## config.mk

```make
export PLATFORM = sky130hd
export DESIGN_NAME = fpga_host_cmd_axi_bridge
export DESIGN_NICKNAME = d
export VERILOG_FILES = /design/src/rtl/fpga_host_cmd_axi_bridge.sv
export SDC_FILE = /design/constraint.sdc
export NUM_CORES = 1
export LEC_CHECK = 0
export CAP_MARGIN = 5
export CORE_ASPECT_RATIO = 0.5
export CORE_MARGIN = 5
export CORE_UTILIZATION = 30
export CTS_CLUSTER_DIAMETER = 100
export DETAILED_ROUTE_END_ITERATION = 10
export HOLD_SLACK_MARGIN = 0.08
export PLACE_DENSITY = 0.7
export RECOVER_POWER = 100
export SKIP_CTS_REPAIR_TIMING = 1
export SLEW_MARGIN = 20
export SYNTH_ARGS = -nofsm -noshare
export SYNTH_HDL_FRONTEND = slang
export SYNTH_SLANG_ARGS = --single-unit
export TNS_END_PERCENT = 10
```

## constraint.sdc

```tcl
create_clock -name clk_i -period 3.1 [get_ports clk_i]
set_clock_uncertainty 0.1 [all_clocks]
set_input_delay 0.465 -clock clk_i [delete_from_list [all_inputs] [get_ports clk_i]]
set_output_delay 0.465 -clock clk_i [all_outputs]
set_load 0.02 [all_outputs]
```

## src/rtl/fpga_host_cmd_axi_bridge.sv

```systemverilog
// Host byte-stream command bridge: framed opcodes in, single-beat AXI4 out,
// AXI responses returned as status/data byte frames.
package fpga_host_cmd_axi_bridge_pkg;
  localparam int unsigned AW = 48;
  localparam int unsigned DW = 64;
  localparam int unsigned IW = 4;

  typedef struct packed {
    logic [IW-1:0] id;
    logic [AW-1:0] addr;
    logic [7:0]    len;
    logic [2:0]    size;
    logic [1:0]    burst;
    logic          lock;
    logic [3:0]    cache;
    logic [2:0]    prot;
    logic [3:0]    qos;
    logic [3:0]    region;
    logic [5:0]    atop;
    logic          user;
  } axi_ax_t;

  typedef struct packed {
    logic [DW-1:0]   data;
    logic [DW/8-1:0] strb;
    logic            last;
    logic            user;
  } axi_w_t;

  typedef struct packed {
    logic [IW-1:0] id;
    logic [1:0]    resp;
    logic          user;
  } axi_b_t;

  typedef struct packed {
    logic [IW-1:0] id;
    logic [DW-1:0] data;
    logic [1:0]    resp;
    logic          last;
    logic          user;
  } axi_r_t;

  typedef struct packed {
    axi_ax_t aw;
    logic    aw_valid;
    axi_w_t  w;
    logic    w_valid;
    logic    b_ready;
    axi_ax_t ar;
    logic    ar_valid;
    logic    r_ready;
  } axi_req_t;

  typedef struct packed {
    logic   aw_ready;
    logic   ar_ready;
    logic   w_ready;
    logic   b_valid;
    axi_b_t b;
    logic   r_valid;
    axi_r_t r;
  } axi_rsp_t;
endpackage

module fpga_host_cmd_axi_bridge #(
  parameter int unsigned AddrWidth = 48,
  parameter int unsigned DataWidth = 64,
  parameter int unsigned IdWidth   = 4,
  parameter logic [IdWidth-1:0] AxiId = '0,
  parameter type axi_req_t = fpga_host_cmd_axi_bridge_pkg::axi_req_t,
  parameter type axi_rsp_t = fpga_host_cmd_axi_bridge_pkg::axi_rsp_t
) (
  input  logic       clk_i,
  input  logic       rst_i,
  input  logic [7:0] cmd_data_i,
  input  logic       cmd_valid_i,
  output logic       cmd_ready_o,
  output logic [7:0] rsp_data_o,
  output logic       rsp_valid_o,
  input  logic       rsp_ready_i,
  output axi_req_t   axi_req_o,
  input  axi_rsp_t   axi_rsp_i,
  output logic       busy_o
);

  localparam int unsigned NB = DataWidth / 8;
  localparam logic [3:0] LastAddr = 4'd7;
  localparam logic [3:0] LastData = 4'(NB - 1);

  typedef enum logic [3:0] {
    IDLE, ADDR, DATA, AW_W, B, AR, R, RSP_STATUS, RSP_DATA
  } state_e;

  state_e      state_q, state_d;
  logic [3:0]  cnt_q;
  logic        write_q, bad_q, drain_q;
  logic [63:0] addr_q, data_q;
  logic [1:0]  resp_q;
  logic        aw_valid_q, w_valid_q, ar_valid_q;
  logic        b_ready_q, r_ready_q;
  logic        cmd_ready_q, busy_q, rsp_valid_q;
  logic [7:0]  rsp_data_q;
  logic        cmd_fire, rsp_fire, aw_fire, w_fire;
  logic        aw_done, w_done, ar_fire, b_fire, r_fire;
  logic        entering;
  logic [3:0]  term;
  logic        unused_rsp;

  assign cmd_fire = cmd_valid_i & cmd_ready_q;
  assign rsp_fire = rsp_valid_q & rsp_ready_i;
  assign aw_fire  = aw_valid_q & axi_rsp_i.aw_ready;
  assign w_fire   = w_valid_q & axi_rsp_i.w_ready;
  assign aw_done  = ~aw_valid_q | axi_rsp_i.aw_ready;
  assign w_done   = ~w_valid_q | axi_rsp_i.w_ready;
  assign ar_fire  = ar_valid_q & axi_rsp_i.ar_ready;
  assign b_fire   = b_ready_q & axi_rsp_i.b_valid;
  assign r_fire   = r_ready_q & axi_rsp_i.r_valid;
  assign entering = state_d != state_q;
  assign term     = (state_q == ADDR) ? LastAddr : LastData;

  always_comb begin
    state_d = state_q;
    unique case (state_q)
      IDLE:
        if (cmd_fire)
          state_d = (cmd_data_i == 8'h01 || cmd_data_i == 8'h02)
                    ? ADDR : RSP_STATUS;
      ADDR:
        if (cmd_fire && cnt_q == LastAddr)
          state_d = write_q ? DATA : AR;
      DATA:
        if (cmd_fire && cnt_q == LastData) state_d = AW_W;
      AW_W:
        if (aw_done && w_done) state_d = B;
      B:
        if (b_fire) state_d = RSP_STATUS;
      AR:
        if (ar_fire) state_d = R;
      R:
        if (r_fire && axi_rsp_i.r.last) state_d = RSP_STATUS;
      RSP_STATUS:
        if (rsp_fire)
          state_d = (write_q || bad_q) ? IDLE : RSP_DATA;
      RSP_DATA:
        if (rsp_fire && cnt_q == LastData) state_d = IDLE;
      default: state_d = IDLE;
    endcase
  end

  always_ff @(posedge clk_i) begin
    if (rst_i) begin
      state_q     <= IDLE;
      cnt_q       <= '0;
      write_q     <= 1'b0;
      bad_q       <= 1'b0;
      drain_q     <= 1'b0;
      addr_q      <= '0;
      data_q      <= '0;
      resp_q      <= '0;
      aw_valid_q  <= 1'b0;
      w_valid_q   <= 1'b0;
      ar_valid_q  <= 1'b0;
      b_ready_q   <= 1'b0;
      r_ready_q   <= 1'b0;
      cmd_ready_q <= 1'b0;
      busy_q      <= 1'b0;
      rsp_valid_q <= 1'b0;
      rsp_data_q  <= '0;
    end else begin
      state_q     <= state_d;
      cmd_ready_q <= state_d inside {IDLE, ADDR, DATA};
      busy_q      <= state_d != IDLE;
      b_ready_q   <= state_d == B;
      r_ready_q   <= state_d == R;
      if (entering) cnt_q <= '0;
      else if ((cmd_fire || rsp_fire) && cnt_q != term)
        cnt_q <= cnt_q + 4'd1;
      if (state_q == IDLE && cmd_fire) begin
        write_q <= cmd_data_i == 8'h01;
        bad_q   <= !(cmd_data_i == 8'h01 || cmd_data_i == 8'h02);
      end
      // Shift-in leaves the little-endian frame value in the top bytes
      if (state_q == ADDR && cmd_fire)
        addr_q <= {cmd_data_i, addr_q[63:8]};
      if (state_q == DATA && cmd_fire)
        data_q <= {cmd_data_i, data_q[63:8]};
      if (entering && state_d == AW_W) begin
        aw_valid_q <= 1'b1;
        w_valid_q  <= 1'b1;
      end else begin
        if (aw_fire) aw_valid_q <= 1'b0;
        if (w_fire) w_valid_q <= 1'b0;
      end
      if (entering && state_d == AR) ar_valid_q <= 1'b1;
      else if (ar_fire) ar_valid_q <= 1'b0;
      if (entering && state_d == R) drain_q <= 1'b0;
      else if (r_fire && !axi_rsp_i.r.last) drain_q <= 1'b1;
      if (r_fire && !drain_q) begin
        data_q <= 64'(axi_rsp_i.r.data);
        resp_q <= axi_rsp_i.r.resp;
      end
      if (entering && state_d == RSP_STATUS) begin
        rsp_valid_q <= 1'b1;
        unique case (1'b1)
          (state_q == IDLE): rsp_data_q <= 8'hEE;
          (state_q == B):    rsp_data_q <= {6'b0, axi_rsp_i.b.resp};
          default:
            rsp_data_q <= {6'b0, drain_q ? resp_q : axi_rsp_i.r.resp};
        endcase
      end else if (rsp_fire) begin
        if (state_d == IDLE) rsp_valid_q <= 1'b0;
        else begin
          rsp_data_q <= data_q[7:0];
          data_q     <= data_q >> 8;
        end
      end
    end
  end

  always_comb begin
    axi_req_o          = '0;
    axi_req_o.aw.id    = AxiId;
    axi_req_o.aw.addr  = addr_q[AddrWidth-1:0];
    axi_req_o.aw.size  = 3'($clog2(NB));
    axi_req_o.aw.burst = 2'b01;
    axi_req_o.aw_valid = aw_valid_q;
    axi_req_o.w.data   = data_q[63 -: DataWidth];
    axi_req_o.w.strb   = '1;
    axi_req_o.w.last   = 1'b1;
    axi_req_o.w_valid  = w_valid_q;
    axi_req_o.b_ready  = b_ready_q;
    axi_req_o.ar.id    = AxiId;
    axi_req_o.ar.addr  = addr_q[AddrWidth-1:0];
    axi_req_o.ar.size  = 3'($clog2(NB));
    axi_req_o.ar.burst = 2'b01;
    axi_req_o.ar_valid = ar_valid_q;
    axi_req_o.r_ready  = r_ready_q;
  end

  assign cmd_ready_o = cmd_ready_q;
  assign rsp_data_o  = rsp_data_q;
  assign rsp_valid_o = rsp_valid_q;
  assign busy_o      = busy_q;
  assign unused_rsp  = ^{axi_rsp_i.b.id, axi_rsp_i.b.user,
                         axi_rsp_i.r.id, axi_rsp_i.r.user};

endmodule

```

==> results.txt <==
The most used flip-flop cell after synthesis is dfxtp_1. The worst hold slack across all endpoints is 341 ps. The post-layout minimum cycle time is 2930 ps. The number of vias per cell came out at 4.51. The starting density of the core is 30.5%.

The first global-routing pass estimated 37600 um of wire. The required time reported for the critical path endpoint came out at 3300 ps. The worst IR drop on VDD is 0.000419 V.

The critical path in this run is classified as input port to flop. The number of antenna violations at the first check in global routing came out at 1. The final layout contains routed wiring with a total length of 25600 um.

The worst-case register-to-register setup slack came out at 300 ps. The max-cap violation count came out at 0. The number of sinks on the clock net is 157. Counting flops and latches in the post-synthesis netlist gives 157. The total overflow left after global routing is 0.

The area growth from synthesis to layout is 28.6%. The sum of negative setup slack came out at 0 ps. The number of instances in the synthesized netlist is 1006. The deepest level of the CTS H-tree is 4. The total power after layout came out at 5.73 mW.

The average footprint of a synthesized cell is 8.41 um^2. The share of final-layout standard cells stronger than drive strength 1 came out at 8.25%. The number of max-slew violations in the final report is 0. STA classifies the critical path endpoint as a flop.

The number of distinct library cells after synthesis is 55. The die covers 31900 um^2. After layout, the worst setup slack is 172 ps. The I/O pin count is 362.

Ranked by total cell area, the synthesized netlist is headed by dfxtp_1 37%, buf_4 17%, a221oi_2 8.7%. Detailed routing inserted a total of 7031 vias. The count of final setup violators came out at 0. The overall die width came out at 247 um. For the worst-skew pair, the clock arrives at the later sink with an insertion delay of 430 ps. TritonCTS built the clock tree. The number of warning messages in the yosys log is 0. Setup repair after global routing left no endpoint under its margin. The maximum clock path buffer count came out at 2.

The element type at the critical path start is an input port. The final net count is 1260. The global placement routability congestion came out at 0.902. The global-route usage over all layers is 15.1%. The remaining antenna violation count is 0. The number of buffers inserted during clock tree synthesis is 17. The first detailed-routing pass ran for 5 iterations.

The number of antenna diodes in the final layout is 0. Clock-pin slew was measured on the worst setup and hold paths at 70 ps. Summed over all nets, the half-perimeter wirelength after detailed placement is 19200 um. Power spread over the standard cell area amounts to 527 nW/um^2. The core region area is 27800 um^2. At the placement stage, the worst setup path has a slack of -113 ps.

The leakage component of the power is 4.66 nW. The worst-path maximum fanout is 8. The starting DRC count in detailed routing came out at 515.

The share of the synthesized area in the top cell type is 37.2%. The highest achievable clock rate came out at 0.342 GHz. The number of flops mapped to enable cells by yosys is 0. In this run the vertical extent of the chip is 129 um.

For this run, design rule violations remaining after detail routing come to 0. Buffers placed on the I/O ports in this run total 261. The cell area that synthesis handed to floorplanning was 8460 um^2.

The share of the yosys chip area belonging to registers is 37.2%. The worst-margin pin slew is 1250 ps. The number of global-route vias before repair is 6326. dfxtp_1 takes more of the synthesized area than any other cell. Data on the critical path arrives at its endpoint at 3130 ps. The final routed wire length divided by cell count is 16.4 um. The flow ran to the end, and the final reports show no timing, DRC or antenna violations. The pin count of the biggest net entering global routing is 65. In this run the clock root is driven by a clkbuf_16. After synthesis, the share of flip-flops with an asynchronous set or reset is 0%.

The type of the worst min-delay path is flop to flop. The number of placement rows came out at 43. The normalized max-slew margin is 16.8%. The fraction of the cycle the final worst path needs came out at 94.5%.

The hold violation count in the final report is 0.
critical path, cell delays in order:
cell and delay (ps):
dlygate4sd3_1 630, nand4_4 110, or4b_1 580, mux2_2 300
and2_4 150, a21oi_4 220, a22o_2 200, buf_12 140
clkbuf_1 200, a221oi_1 120
stage by stage:
step	util, %	instance area, um^2	instances
floorplan	-	8790	1094
global placement	38.0	10600	1526
global route	39.2	10900	1558
CTS	40.2	11200	1558
detailed placement	38.0	10600	1526
finish	39.2	10900	1558
layer usage:
layer | global-route usage (%) | share of wire [%] | vias up
met5 | 0 | 0.051 | -
li1 | - | - | 3471
met1 | 20.2 | 44 | 3305
met3 | 3.09 | 4.9 | 34
met2 | 24.7 | 49 | 219
met4 | 4.34 | 2.0 | 2
registers in the layout (all words and copies together), names as in the netlist:
register	cells
rsp_valid_o	1
aw_valid_q	1
ar_valid_q	1
state_q	4
cnt_q	4
r_ready_q	1
cmd_ready_o	1
bad_q	1
data_q	64
addr_q	64
busy_o	1
resp_q	2
write_q	1
rsp_data_o	8
drain_q	1
b_ready_q	1
w_valid_q	1
where the power goes:
part           internal (mW)  total [mW]  switching, mW  leakage, nW
Clock                   1.26        2.18          0.925        0.294
Sequential              2.15        2.26          0.107         1.27
Combinational          0.533        1.29          0.760         3.09
area by class of cell:
class                   count  area (um^2)
well taps                 382          478
multi-input cells         620         3410
repair buffers            309         3010
fillers                  2893        16900
flip-flops and latches    157         3140
inverters                  58          218
clock buffers              20          457
clock inverters            12          153
worst paths after layout:
| kind | cells past startpoint | to | startpoint |
|---|---|---|---|
| worst min register to register | 2 | addr_q[49] | addr_q[57] |
| worst max register to register | 10 | data_q[10] | cnt_q[0] |
| worst min-delay path | 2 | addr_q[49] | addr_q[57] |
| worst max-delay path | 10 | data_q[5] | rsp_ready_i |
placed cells by master, fill, tap and decap left out, drive strengths merged, types with 3 or more instances in the layout:
cell and count:
o22ai 48, nor3 4, conb 90, a221oi 57, nand2b 9, mux2i 19, dfxtp 157, inv 64
o21ai 18, clkbuf 31, and2 5, or3 9, nor2 29, a21oi 78, and3 4, buf 38
nor4bb 3, nand4 4, a311oi 3, clkdlybuf4s50 82, nand2 193, or2 3, dlygate4sd3 178, nand3 3
a211oi 10, xor2 3
cell usage after synthesis, types with 5 or more instances:
library cell,count
inv_1,58
dfxtp_1,157
a221oi_2,49
o22ai_1,48
clkbuf_1,47
o21ai_0,18
buf_4,193
or3_1,9
a221oi_1,8
nand2b_1,9
buf_6,12
a211oi_1,10
nor2_1,29
mux2i_1,19
a21oi_1,77
nand2_1,192
buf_1,5
kinds of logic after synthesis:
logic type	count (synthesis)	share of synthesized area, %
mux	21	2.52
flops	157	37.2
fa+ha+maj	1	0.148
simple gates	277	14.5
other cells	2	0.0888
xor+xnor	4	0.414
buf+inv	317	23.7
compound gates	227	21.4
No activity file was read; power rests on OpenSTA's default activity.
